## src/rtl/npu_pkg.sv

```systemverilog
// Shared NPU datapath constants: default widths and 8-bit saturation bounds.
package npu_pkg;

    localparam int unsigned NPU_ACC_W  = 20;
    localparam int unsigned NPU_DATA_W = 8;
    localparam int unsigned NPU_CH_NUM = 4;
    localparam int unsigned NPU_SH_W   = 4;

    localparam int UINT8_MAX = 255;
    localparam int INT8_MIN  = -128;
    localparam int INT8_MAX  = 127;

endpackage

```

## src/rtl/sat_round.sv

```systemverilog
// Combinational requantiser: round-half-up arithmetic right shift, then ReLU/unsigned
// or signed saturation down to DATA_W bits.
module sat_round
    import npu_pkg::*;
#(
    parameter int unsigned ACC_W  = NPU_ACC_W,
    parameter int unsigned DATA_W = NPU_DATA_W,
    parameter int unsigned SH_W   = NPU_SH_W
) (
    input  logic signed [ACC_W:0]  sum_i,
    input  logic [SH_W-1:0]        shift_i,
    input  logic                   relu_en_i,
    output logic [DATA_W-1:0]      data_o
);

    localparam int unsigned RW = ACC_W + 2;
    localparam logic signed [RW-1:0] UMax = RW'((1 << DATA_W) - 1);
    localparam logic signed [RW-1:0] SMax = RW'((1 << (DATA_W - 1)) - 1);
    localparam logic signed [RW-1:0] SMin = RW'(-(1 << (DATA_W - 1)));

    logic signed [RW-1:0] ext;
    logic signed [RW-1:0] half;
    logic signed [RW-1:0] r;

    always_comb begin
        ext  = {sum_i[ACC_W], sum_i};
        half = '0;
        r    = ext;
        if (shift_i != '0) begin
            half = RW'(1) << (shift_i - 1'b1);
            r    = (ext + half) >>> shift_i;
        end

        data_o = r[DATA_W-1:0];
        if (relu_en_i) begin
            if (r[RW-1]) begin
                data_o = '0;
            end else if (r > UMax) begin
                data_o = '1;
            end
        end else begin
            if (r < SMin) begin
                data_o = {1'b1, {(DATA_W - 1){1'b0}}};
            end else if (r > SMax) begin
                data_o = {1'b0, {(DATA_W - 1){1'b1}}};
            end
        end
    end

endmodule

```

## src/rtl/relu_requant.sv

```systemverilog
// Post-accumulation stage: per-channel bias add (S1), round/shift/ReLU/saturate (S2),
// with a rotating channel counter over the interleaved input stream.
module relu_requant
    import npu_pkg::*;
#(
    parameter int unsigned ACC_W  = NPU_ACC_W,
    parameter int unsigned DATA_W = NPU_DATA_W,
    parameter int unsigned CH_NUM = NPU_CH_NUM,
    parameter int unsigned SH_W   = NPU_SH_W,
    parameter int unsigned CH_W   = $clog2(CH_NUM)
) (
    input  logic                     clk,
    input  logic                     reset,
    input  logic signed [ACC_W-1:0] in,
    input  logic                     en,
    input  logic                     relu_en,
    input  logic [SH_W-1:0]          shift,
    input  logic                     clr,
    input  logic                     bias_we,
    input  logic [CH_W-1:0]          bias_addr,
    input  logic signed [ACC_W-1:0] bias_data,
    output logic [DATA_W-1:0]        out,
    output logic                     out_en,
    output logic [CH_W-1:0]          out_ch
);

    logic [ACC_W-1:0]      bias_q [CH_NUM];
    logic [CH_W-1:0]       ch_cnt_q, ch_cnt_d, ch_cur;
    logic signed [ACC_W:0] sum_d, s1_sum_q;
    logic [CH_W-1:0]       s1_ch_q;
    logic                  s1_vld_q;
    logic [DATA_W-1:0]     sat_data, out_q;
    logic [CH_W-1:0]       out_ch_q;
    logic                  out_en_q;

    // clr redirects the current beat to channel 0; bias is read before any same-cycle write.
    always_comb begin
        ch_cur   = clr ? '0 : ch_cnt_q;
        ch_cnt_d = ch_cur;
        if (en) begin
            ch_cnt_d = (ch_cur == CH_W'(CH_NUM - 1)) ? '0 : ch_cur + 1'b1;
        end
        sum_d = {in[ACC_W-1], in} + {bias_q[ch_cur][ACC_W-1], bias_q[ch_cur]};
    end

    sat_round #(
        .ACC_W  (ACC_W),
        .DATA_W (DATA_W),
        .SH_W   (SH_W)
    ) u_sat_round (
        .sum_i     (s1_sum_q),
        .shift_i   (shift),
        .relu_en_i (relu_en),
        .data_o    (sat_data)
    );

    always_ff @(posedge clk) begin
        if (reset) begin
            for (int unsigned i = 0; i < CH_NUM; i++) begin
                bias_q[i] <= '0;
            end
            ch_cnt_q <= '0;
            s1_sum_q <= '0;
            s1_ch_q  <= '0;
            s1_vld_q <= 1'b0;
            out_q    <= '0;
            out_ch_q <= '0;
            out_en_q <= 1'b0;
        end else begin
            ch_cnt_q <= ch_cnt_d;
            if (bias_we) begin
                bias_q[bias_addr] <= bias_data;
            end
            s1_vld_q <= en;
            if (en) begin
                s1_sum_q <= sum_d;
                s1_ch_q  <= ch_cur;
            end
            out_en_q <= s1_vld_q;
            if (s1_vld_q) begin
                out_q    <= sat_data;
                out_ch_q <= s1_ch_q;
            end
        end
    end

    assign out    = out_q;
    assign out_en = out_en_q;
    assign out_ch = out_ch_q;

endmodule

```

## config.mk

```make
export PLATFORM = sky130hd
export DESIGN_NAME = relu_requant
export DESIGN_NICKNAME = d
export VERILOG_FILES = /design/src/rtl/npu_pkg.sv /design/src/rtl/sat_round.sv /design/src/rtl/relu_requant.sv
export SDC_FILE = /design/constraint.sdc
export NUM_CORES = 1
export LEC_CHECK = 0
export ABC_AREA = 1
export BUFFER_PORTS_ARGS = -buffer_cell sky130_fd_sc_hd__buf_2
export CAP_MARGIN = 10
export CELL_PAD_IN_SITES_DETAIL_PLACEMENT = 1
export CELL_PAD_IN_SITES_GLOBAL_PLACEMENT = 2
export CORE_ASPECT_RATIO = 1.4
export CORE_MARGIN = 5
export CORE_UTILIZATION = 27
export DETAILED_ROUTE_END_ITERATION = 12
export GPL_TIMING_DRIVEN = 0
export PLACE_DENSITY = 0.65
export REMOVE_ABC_BUFFERS = 1
export SETUP_SLACK_MARGIN = 0.02
export SLEW_MARGIN = 20
export SYNTH_ARGS = -nofsm -noshare
export SYNTH_HDL_FRONTEND = slang
export SYNTH_HIERARCHICAL = 1
export SYNTH_SLANG_ARGS = --single-unit
```

## constraint.sdc

```tcl
create_clock -name clk -period 6.1 [get_ports clk]
set_input_delay 0.305 -clock clk [delete_from_list [all_inputs] [get_ports clk]]
set_output_delay 0.305 -clock clk [all_outputs]
set_load 0.01 [all_outputs]
```

Word level (Yosys, flattened, before mapping)
Memory sizes are Yosys's and may differ from the RTL's.
Index checks and enable logic that the tools add are counted.
- memories kept: 1
- bits of input ports: 52
- bits in writable memories: 80
- output and inout port bits: 11
- flip-flop bits (word level): 37
- memories (memory ; words ; bits a word ; rd ports ; clocked after Yosys merged registers in ; wr ports ; RTL line ; source):
    bias_q ; 4 ; 20 ; 1 ; 0 ; 4 ; relu_requant.sv:27 ; logic [ACC_W-1:0] bias_q [CH_NUM];
- shifts and indexed selects: 2
- add/subtract/negate cells: 4
- eq/ne operators: 1
- mux-type cells: 17
- magnitude comparators: 3
- reduce and logical (&&, ||, !) cells: 2
- operators by type and width (kind ; number):
    two-way mux 8 bit ; 5
    adder 21 x 22 -> 22 bit ; 1
    greater-than comparator 22 x 8 -> 1 bit (second input constant) ; 1
    greater-than comparator 22 x 9 -> 1 bit (second input constant) ; 1
    < comparator 22 x 8 -> 1 bit (second input constant) ; 1
    two-way mux 22 bit ; 1
    << shifter 1 x 4 -> 22 bit (first input constant) ; 1
    >>> shifter 22 x 4 -> 22 bit ; 1
    adder 20 x 20 -> 21 bit ; 1
    two-way mux 20 bit ; 1
    OR reduction 20 bit ; 1
    two-way mux 2 bit ; 4
    two-way mux 1 bit ; 6
    nonzero test 4 bit ; 1
    subtractor 4 x 1 -> 4 bit (second input constant) ; 1
    adder 2 x 1 -> 2 bit (second input constant) ; 1
    equality test 2 bit (second input constant) ; 1

Depth between registers and ports, before layout
- word-level depth: 9
- depth in mapped cells: 35
- mapped depth without buffers: 33

Modules after synthesis
Netlist, hierarchy kept.
- modules (own cells, without submodules) (module ; area an instance (µm²) ; cells each ; instances):
    relu_requant ; 6115.9 ; 720 ; 1
    sat_round ; 3059.2 ; 637 ; 1

Worst setup path before layout
No wires, ideal clock.
- path kind: input -> register
- start point: input shift[0]
- end point: register out_q[2] (netlist: out[2])
- library setup time: 0.116 ns
- buffers on the path: 2
- arrival time: 3.612 ns
- cell stages on the path: 33
- setup slack: 2.372 ns
- path through: buf_2 -> clkinv_1 -> buf_2 -> nor2_1 -> nand2_1 -> nor2_1 -> ha_1 -> inv_1 -> fa_1 -> inv_1 -> nand2_1 -> nand2_1 -> nand3_1 -> nand2_1 -> nand2_1 -> nand2_2 -> nand2_1 -> nand2_1 -> nand2_1 -> nand3_1 -> nand3_1 -> nand3_1 -> nand2_1 -> nor2_1 -> nand3b_1 -> nor2_1 -> nand2_1 -> nand2_2 -> nand2_1 -> nand2_1 -> nand2_1 -> nor2_1 -> nor2_1
- longest elaborated chain between the ends: 9
- elaborated cells between the ends (all ways): 14
- ends and longest elaborated chain (item ; RTL line ; source):
    from (decl) ; relu_requant.sv:17 ; input logic [SH_W-1:0] shift,
    subtractor 4 x 1 -> 4 bit ; sat_round.sv:30 ; half = RW'(1) << (shift_i - 1'b1);
    << shifter 1 x 4 -> 22 bit ; sat_round.sv:30 ;
    adder 21 x 22 -> 22 bit ; sat_round.sv:31 ; r = (ext + half) >>> shift_i;
    >>> shifter 22 x 4 -> 22 bit ; sat_round.sv:31 ;
    two-way mux 22 bit * ; sat_round.sv:29 ; if (shift_i != '0) begin
    greater-than comparator 22 x 8 -> 1 bit / greater-than comparator 22 x 9 -> 1 bit (equally long branches) ; sat_round.sv:44, sat_round.sv:38 ;
    two-way mux 8 bit, on equally long branches ; sat_round.sv:44, sat_round.sv:38 ;
    two-way mux 8 bit, on equally long branches ; sat_round.sv:42, sat_round.sv:36 ;
    two-way mux 8 bit * ; sat_round.sv:35 ; if (relu_en_i) begin
    via sat_data[2] ; relu_requant.sv:32 ; logic [DATA_W-1:0] sat_data, out_q;
    to (signal assigned) ; relu_requant.sv:81 ; out_q <= sat_data;
    to (decl) ; relu_requant.sv:32 ;
The timed path passes the listed nets; every way through them passes the cells marked *.
A chain may end at the register's enable or synchronous reset.

Worst setup path in the final report
- start point: input shift[0]
- end point: register out_q[1] (netlist: out[1])
Same word-level chain as after synthesis.

==> out/qor.json <==
{
  "setup_tns_ns": 0,
  "layout_common_cells": "sky130_fd_sc_hd__nand2_1 (350), sky130_fd_sc_hd__nor2_1 (204), sky130_fd_sc_hd__inv_1 (143)",
  "globalRoute.totalOverflow": 0,
  "worst_path_most_repeated_cell": "sky130_fd_sc_hd__nand2_1",
  "layout_commonest_cell": "sky130_fd_sc_hd__nand2_1",
  "vdd.ir_drop.worst_mv": 0.198,
  "rsz0062_at_grt": "false",
  "dp_hpwl_um": 26200,
  "period_minus_slack_ns": 5.34,
  "post_cts.resized_instances": 0,
  "reg2reg_setup_slack_ns": 2.06,
  "first_global_vias": 9550,
  "floorplan.initialDensity_pct": 27.1,
  "worst-slew-pin-transition_ns": 1.03,
  "yosys_warnings": 6,
  "critical_path_required_ns": 6.42,
  "avgViaCountPerCell": 4.78,
  "post-cts-setup-buffer-count": 0,
  "power.net_switching_uw": 837,
  "detail_route.drc_violations": 0,
  "clkSinkCount": 117,
  "antennaDiodeCount": 0,
  "antenna_found_initial": 0,
  "syn2layout_area_growth_pct": 14.0,
  "relSlewSlack_pct": 31.0,
  "synthDominantCellAreaShare_pct": 26.2,
  "intPower_uw": 1760,
  "total_power_uw": 2600,
  "cap_violations": 0,
  "max_freq_mhz": 187,
  "worst_path_largest_cell_delay_ns": 0.76,
  "clock_root_buffer": "sky130_fd_sc_hd__clkbuf_16",
  "finalWirelength_um": 32100,
  "pwr-share-seq_pct": 36.9,
  "cts_tree": "yes",
  "buffer_ports.inserted": 62,
  "pwr_density_cell_nw_per_um2": 248,
  "detailedRoute.firstPassIterationCount": 4,
  "cts.path.max_buffers": 2,
  "postSynthRegisterBits": 117,
  "clkPwrFrac_pct": 38.0,
  "cp-start-kind": "primary input",
  "worst_ep_arrival_time_ns": 5.66,
  "grt_start_max_net_pins": 42,
  "top_level_ports": 63,
  "p_sw_share_pct": 32.2,
  "power.leakage_uw": 0.00491,
  "synthesis.area_per_instance_um2": 6.76,
  "final-setup-viol-count": 0,
  "clock_buffer_count_from_cts": 17,
  "rows": 80,
  "htree_levels": 4,
  "fin_nets": 1479,
  "slew_viol_final": 0,
  "power_frac_comb_pct": 25.1,
  "critical-path-slowest-cell": "sky130_fd_sc_hd__clkinv_1",
  "synth_cells": 1357,
  "final.period_utilization_pct": 87.5,
  "clk_pin_slew_worst_paths_ns": 0.05,
  "hold_buffers": 0,
  "synth-seq-area-share_pct": 34.3,
  "gr-usage-all-layers_pct": 17.0,
  "netlist-cell-type-count": 44,
  "die_span_y_um": 228,
  "drt.antenna.violating_nets": 0,
  "finish.utilization_pct": 30.9,
  "dieArea_um2": 37800,
  "place_congestion": 0.847,
  "timing.critical_path.to_type": "flop",
  "critPathKind": "primary input to flop",
  "outcome": "finished clean",
  "post_route_cells_drive_above_1_share_pct": 14.2,
  "synth_area_leaders": "sky130_fd_sc_hd__edfxtp_1 (26%), sky130_fd_sc_hd__nand2_1 (14%), sky130_fd_sc_hd__nor2_1 (8.4%)",
  "core_um2": 33800,
  "grt_pass1_wl_um": 50600,
  "initial_detailed_routing_violation_count": 302,
  "critPathMaxFanout": 27,
  "rr_worst_depth": 18,
  "whs_path_depth": 3,
  "clk-insertion-delay-late_ns": 0.43,
  "post_synth_instance_area_um2": 9180,
  "route.vias.total": 8855,
  "hp-class": "primary input to flop",
  "wire_per_inst_um": 17.3,
  "synth_top_area_cell": "sky130_fd_sc_hd__edfxtp_1",
  "die_w_um": 166,
  "timing.final.hold_violations": 0,
  "clock-skew-final_ns": 0.0118
}
## worst max-delay path, delay by kind of cell
| family | cells | cell delay, ns |
|---|---|---|
| and+or+nand+nor | 22 | 3.12 |
| buffers and inverters | 5 | 1.55 |
| adders and majority gates | 2 | 0.67 |
## through the flow
| step | hold slack (ns) | setup slack, ns | instance area, um^2 | cells |
|---|---|---|---|---|
| finish | 0.222 | 0.760 | 10500 | 1853 |
| global route | 0.210 | 0.270 | 10500 | 1853 |
| CTS | 0.199 | 0.722 | 10500 | 1853 |
| detailed placement | 0.465 | 0.268 | 9890 | 1821 |
| global placement | 0.459 | 0.198 | 9820 | 1819 |
| floorplan | 0.374 | 2.57 | 8950 | 1306 |
## path summary, 6_finish.rpt
check	to	from
max	out[1]	shift[0]
min	bias_q[3][6]	bias_data[6]
max reg2reg	s1_sum_q[12]	ch_cnt_q[0]
min reg2reg	s1_ch_q[0]	s1_ch_q[0]
## power by group through the flow
| stage | Sequential [uW] | Combinational (uW) | Clock (uW) |
|---|---|---|---|
| floorplan | 957 | 450 | 0 |
| global placement | 973 | 652 | 0 |
| detailed placement | 975 | 664 | 0 |
| CTS | 959 | 667 | 1010 |
| global route | 965 | 745 | 1040 |
| finish | 957 | 652 | 987 |
## state kept, by name, indices dropped and copies added, names as in the netlist
register  count
bias_q       80
ch_cnt_q      2
out           8
out_ch        2
out_en        1
s1_ch_q       2
s1_sum_q     21
s1_vld_q      1
## synthesized netlist by cell type
master,n
sky130_fd_sc_hd__and3_1,1
sky130_fd_sc_hd__nand4_1,6
sky130_fd_sc_hd__o21bai_1,4
sky130_fd_sc_hd__nand2_1,350
sky130_fd_sc_hd__a21oi_1,37
sky130_fd_sc_hd__or2_1,4
sky130_fd_sc_hd__buf_2,21
sky130_fd_sc_hd__clkinv_1,2
sky130_fd_sc_hd__o221ai_1,4
sky130_fd_sc_hd__a22o_1,1
sky130_fd_sc_hd__a22oi_2,1
sky130_fd_sc_hd__o21ai_0,60
sky130_fd_sc_hd__nor2_1,205
sky130_fd_sc_hd__nor3b_2,1
sky130_fd_sc_hd__nand4_2,2
sky130_fd_sc_hd__clkbuf_1,23
sky130_fd_sc_hd__buf_4,3
sky130_fd_sc_hd__a21o_1,1
sky130_fd_sc_hd__edfxtp_1,80
sky130_fd_sc_hd__o31ai_1,1
sky130_fd_sc_hd__buf_1,4
sky130_fd_sc_hd__xnor2_1,2
sky130_fd_sc_hd__nand3_2,21
sky130_fd_sc_hd__nand3_1,134
sky130_fd_sc_hd__inv_2,26
sky130_fd_sc_hd__fa_1,2
sky130_fd_sc_hd__nor3_1,23
sky130_fd_sc_hd__a21oi_4,1
sky130_fd_sc_hd__a21oi_2,8
sky130_fd_sc_hd__and2_1,2
sky130_fd_sc_hd__a22oi_1,20
sky130_fd_sc_hd__inv_1,144
sky130_fd_sc_hd__or2_2,2
sky130_fd_sc_hd__ha_1,36
sky130_fd_sc_hd__o21ai_1,2
sky130_fd_sc_hd__xor2_1,11
sky130_fd_sc_hd__o32ai_1,1
sky130_fd_sc_hd__o22ai_1,19
sky130_fd_sc_hd__nand2_2,24
sky130_fd_sc_hd__nor2_2,16
sky130_fd_sc_hd__dfxtp_1,37
sky130_fd_sc_hd__nor2_4,5
sky130_fd_sc_hd__nand3b_1,4
sky130_fd_sc_hd__o211ai_1,6
## cells by family after synthesis
logic type / count (synthesis) / synth area share (%)
buffers and inverters: 223 / 9.53
AO/OA/AOI/OAI: 166 / 11.0
XOR/XNOR: 13 / 1.24
adder cells (fa/ha/maj): 38 / 5.35
AND/OR/NAND/NOR: 800 / 38.7
flip-flops: 117 / 34.3
## metal layers
| metal | vias up | global-route usage, % | share of wire (%) |
|---|---|---|---|
| li1 | 4500 | - | - |
| met1 | 4179 | 17.5 | 39 |
| met2 | 123 | 33.5 | 55 |
| met3 | 53 | 2.06 | 1.9 |
| met4 | 0 | 8.07 | 4.5 |
| met5 | - | 0 | 0 |
## layout make-up
class / count / area (um^2)
inverter: 172 / 646
multi-input combinational: 1017 / 5180
sequential: 117 / 3140
fill: 4357 / 23400
tap: 451 / 564
timing repair buffer: 64 / 349
clock inverter: 12 / 136
clock buffer: 20 / 437
No activity file was read; power rests on OpenSTA's default activity.
